--- src/rtl/mem_arbiter.sv ---
// rtl/mem_arbiter.sv - N-port single-memory arbiter with valid/ready grants and tagged read returns
module mem_arbiter #(
  parameter int NUM_PORTS    = 2,
  parameter int ADDR_WIDTH   = 8,
  parameter int DATA_WIDTH   = 32,
  parameter int READ_LATENCY = 1,
  parameter int ARB_MODE     = 0
) (
  input  logic                             clk,
  input  logic                             rst,
  input  logic [NUM_PORTS-1:0]             req_valid,
  output logic [NUM_PORTS-1:0]             req_ready,
  input  logic [NUM_PORTS-1:0]             req_write,
  input  logic [NUM_PORTS*ADDR_WIDTH-1:0]  req_addr,
  input  logic [NUM_PORTS*DATA_WIDTH-1:0]  req_wdata,
  output logic [NUM_PORTS-1:0]             rsp_valid,
  output logic [NUM_PORTS*DATA_WIDTH-1:0]  rsp_rdata,
  output logic [ADDR_WIDTH-1:0]            mem_addr,
  output logic                             mem_read_en,
  output logic                             mem_write_en,
  output logic [DATA_WIDTH-1:0]            mem_write_val,
  input  logic [DATA_WIDTH-1:0]            mem_read_val
);

  localparam int PW = (NUM_PORTS > 1) ? $clog2(NUM_PORTS) : 1;

  logic [PW-1:0]           ptr;
  logic [PW-1:0]           grant_id;
  logic                    grant_any;
  logic [PW:0]             cand;
  logic [READ_LATENCY-1:0] tag_v;
  logic [PW-1:0]           tag_id [READ_LATENCY];

  // Scan ports starting at ptr (round-robin) or at 0 (fixed priority); first requester wins.
  always_comb begin
    grant_any = 1'b0;
    grant_id  = '0;
    cand      = '0;
    req_ready = '0;
    if (!rst) begin
      for (int k = 0; k < NUM_PORTS; k++) begin
        if (ARB_MODE == 1) begin
          cand = (PW+1)'(k);
        end else begin
          cand = {1'b0, ptr} + (PW+1)'(k);
          if (cand >= (PW+1)'(NUM_PORTS))
            cand = cand - (PW+1)'(NUM_PORTS);
        end
        if (!grant_any && req_valid[cand[PW-1:0]]) begin
          grant_any = 1'b1;
          grant_id  = cand[PW-1:0];
        end
      end
      if (grant_any)
        req_ready[grant_id] = 1'b1;
    end
  end

  always_comb begin
    mem_addr      = '0;
    mem_read_en   = 1'b0;
    mem_write_en  = 1'b0;
    mem_write_val = '0;
    if (grant_any) begin
      mem_addr      = req_addr[int'(grant_id)*ADDR_WIDTH +: ADDR_WIDTH];
      mem_write_en  = req_write[grant_id];
      mem_read_en   = ~req_write[grant_id];
      mem_write_val = req_wdata[int'(grant_id)*DATA_WIDTH +: DATA_WIDTH];
    end
  end

  always_ff @(posedge clk) begin
    if (rst)
      ptr <= '0;
    else if (grant_any)
      ptr <= (grant_id == PW'(NUM_PORTS-1)) ? '0 : grant_id + 1'b1;
  end

  // Tag pipeline tracks which port owns the read data emerging from the memory.
  always_ff @(posedge clk) begin
    if (rst) begin
      tag_v <= '0;
      for (int i = 0; i < READ_LATENCY; i++)
        tag_id[i] <= '0;
    end else begin
      tag_v[0]  <= mem_read_en;
      tag_id[0] <= grant_id;
      for (int i = 1; i < READ_LATENCY; i++) begin
        tag_v[i]  <= tag_v[i-1];
        tag_id[i] <= tag_id[i-1];
      end
    end
  end

  always_ff @(posedge clk) begin
    if (rst) begin
      rsp_valid <= '0;
      rsp_rdata <= '0;
    end else begin
      rsp_valid <= '0;
      if (tag_v[READ_LATENCY-1]) begin
        rsp_valid[tag_id[READ_LATENCY-1]] <= 1'b1;
        rsp_rdata[int'(tag_id[READ_LATENCY-1])*DATA_WIDTH +: DATA_WIDTH] <= mem_read_val;
      end
    end
  end

endmodule

--- config.mk ---
export PLATFORM = sky130hd
export DESIGN_NAME = mem_arbiter
export DESIGN_NICKNAME = d
export VERILOG_FILES = /design/src/rtl/mem_arbiter.sv
export SDC_FILE = /design/constraint.sdc
export NUM_CORES = 1
export LEC_CHECK = 0
export BUFFER_PORTS_ARGS = -buffer_cell sky130_fd_sc_hd__buf_2
export CAP_MARGIN = 20
export CORE_ASPECT_RATIO = 0.75
export CORE_MARGIN = 1
export CORE_UTILIZATION = 44
export CTS_CLUSTER_DIAMETER = 40
export DETAILED_ROUTE_END_ITERATION = 10
export PLACE_DENSITY = 0.87
export SYNTH_ARGS = -nofsm -noshare
export SYNTH_HDL_FRONTEND = slang
export SYNTH_SLANG_ARGS = --single-unit
--- constraint.sdc ---
create_clock -name clk -period 1.9 [get_ports clk]
set_clock_uncertainty 0.2 [all_clocks]
set_input_delay 0.095 -clock clk [delete_from_list [all_inputs] [get_ports clk]]
set_output_delay 0.095 -clock clk [all_outputs]
set_load 0.02 [all_outputs]
==> flow_summary.toml <==
[outcome]
status = "finished, final reports clean"

[power]
power_frac_seq = 0.467
p_leak_nw = 2.26
p_sw_mw = 0.984
power_density_nw_per_um2 = 689
switching_share = 0.302
ir_drop_v = 0.000451
p_clk_frac = 0.306
p_comb_frac = 0.227
p_int_mw = 2.27

[floorplan]
core-area_sq_um = 6800
rows = 26
dieArea_sq_um = 7340
die_h_um = 74.5
start_util = 0.453
die_w_um = 98.6
io-pin-count = 228

[sta]
setup_viol = 0
worstMarginPinSlew_ns = 0.417
worst_slack_ns = 0.0780
period_share = 0.959
slew_headroom = 0.722
rsz0062_at_grt = "no"
fin_setup_tns_ns = 0
maxSlewViolCount = 0
max_freq_ghz = 0.549
hold_violations = 0
fin_crit_ns = 1.82

[global_routing]
grt_pass1_wl_um = 15800
grt_overflow = 0
grt_max_degree = 48
antenna_found_initial = 0
grt_pass1_vias = 3404
track_usage = 0.270

[detailed_routing]
via_count = 3796
drtAntennaViolNets = 0
first_iter_violations = 231
drt_first_pass_iters = 5
wl_per_cell_um = 14.0
wl_um = 10300
drc_errors = 0
via_per_inst = 5.17

[yosys]
synthTopCellsByCount = "nand2_1 (130), dfxtp_1 (69), a21oi_1 (64)"
synth_seq_cells = 69
seq_area_frac_synth = 0.448
avgSynthCellArea_sq_um = 7.64
synth.most_common_cell = "nand2_1"
netlist_instances = 403
synth_nets = 521
ys_async_sr_fraction = 0
ys_types = 16
ys_dominant_reg_cell = "dfxtp_1"
synth_area_leaders = "dfxtp_1 (45%), nand2_1 (16%), a32oi_1 (12%)"
netlist_area_sq_um = 3080
synth_top_area_frac = 0.448
synth_warnings = 0
synth_edf_count = 0
yosys.area.top_type = "dfxtp_1"

[clocking]
path_clk_slew_ns = 0.07
cts_max_path_buffers = 2
cts_made_buffers = 9
cts_tree = "yes"
cts_root_buf = "clkbuf_8"
clk_latency_ns = 0.32
cts.sinks = 69
h-tree-depth = 3

[critical_path]
worstPathCellList = "nand2b_4 > buf_4 > a32oi_1 > nor2_1 > buf_2"
critPathLaunchType = "flip-flop"
cp_max_fo = 10
slowest_delay_ns = 0.35
slowest_stage = "dfxtp_2"
cp-end-kind = "output port"
critical_path_arrival_ns = 1.53
critPathKind = "flip-flop to output port"
required_ns = 1.60

[placement]
hpwl_um = 6660
gp_congestion = 0.840
place_ws_ns = 0.270
portBuffers = 227

[layout]
drive_above_1_share = 0.397
n_antenna_cell = 0
syn2layout_area_growth_pct = 53.5
layout.nets = 764

[min_path]
holdCritPathClass = "input pin to flip-flop"

[run]
cap_viol_max_count = 0
-- cell type report --
type                       count  area [sq um]
clock buffer                   9           124
clock inverter                 6          41.3
fill                         548          2070
multi-input combinational    292          1430
sequential                    69          1380
tap                           84           105
timing repair buffer         274          1640
-- path summary, 6_finish.rpt --
kind | from | end | slack (ns) | cells past startpoint
worst max register to register | ptr | tag_v | 0.21 | 4
worst min register to register | rsp_rdata[38] | rsp_rdata[38] | 0.25 | 2
worst min-delay path | req_valid[0] | ptr | 0.18 | 4
worst max-delay path | ptr | mem_addr[2] | 0.08 | 5
-- flip-flops by register name, indices dropped and copies added (netlist names) --
signal,cells
ptr,1
rsp_rdata,64
rsp_valid,2
tag_id,1
tag_v,1
-- routing by layer --
metal  global-route usage  part of all wire  vias to the layer above
met2                0.476              0.50                      181
met5                    0                 0                        -
li1                     -                 -                     1862
met1                0.328              0.41                     1728
met4               0.0962             0.019                        0
met3               0.0667             0.069                       25
-- power by group through the flow --
stage	logic, mW	registers (mW)	clock network, mW
after floorplan	0.351	1.60	0
after global placement	0.643	1.55	0
after detailed placement	0.657	1.55	0
after CTS	0.725	1.52	1.02
after global routing	0.800	1.52	1.08
final	0.739	1.52	0.998
-- cell families after synthesis --
group / Yosys count / share of synthesized area
compound gates: 109 / 0.234
flops: 69 / 0.448
buf+inv: 42 / 0.0898
simple gates: 183 / 0.228
-- placed cells by master (no fill, tap or decap), types with 2 or more instances in the layout --
| cell | instances |
|---|---|
| clkbuf_8 | 9 |
| dlygate4sd3_1 | 35 |
| buf_12 | 4 |
| a32oi_1 | 41 |
| o31ai_1 | 2 |
| a21oi_1 | 64 |
| nand2_1 | 130 |
| clkinv_2 | 2 |
| buf_2 | 224 |
| nor2_1 | 47 |
| clkinvlp_4 | 3 |
| dfxtp_1 | 68 |
| buf_4 | 9 |
-- critical path: cells and delay by family (launching register included) --
| family | cells | cell delay [ns] |
|---|---|---|
| AOI/OAI and AO/OA | 1 | 0.27 |
| buffers and inverters | 2 | 0.33 |
| DFF | 1 | 0.35 |
| and+or+nand+nor | 2 | 0.24 |
-- timing repair --
item | in CTS | in global routing
hold endpoints to repair | 67 | 0
pin swaps | 1 | 0
setup buffers | 1 | 0
gates resized for setup | 3 | 6
setup endpoints to repair | 32 | 36
hold buffers | 36 | 0
-- per-stage QoR --
| step | total power [mW] | utilization | instances | instance area [sq um] | hold slack (ns) |
|---|---|---|---|---|---|
| 6_report | 3.26 | 0.695 | 734 | 4730 | 0.180 |
| 5_1_grt | 3.41 | 0.695 | 734 | 4730 | 0.173 |
| 4_1_cts | 3.27 | 0.693 | 734 | 4710 | 0.164 |
| 3_5_place_dp | 2.21 | 0.612 | 682 | 4160 | 0.127 |
| 3_3_place_gp | 2.19 | 0.612 | 682 | 4160 | 0.122 |
| 2_1_floorplan | 1.95 | - | 403 | 3080 | -0.00443 |
(Power assumes the default switching activity.)
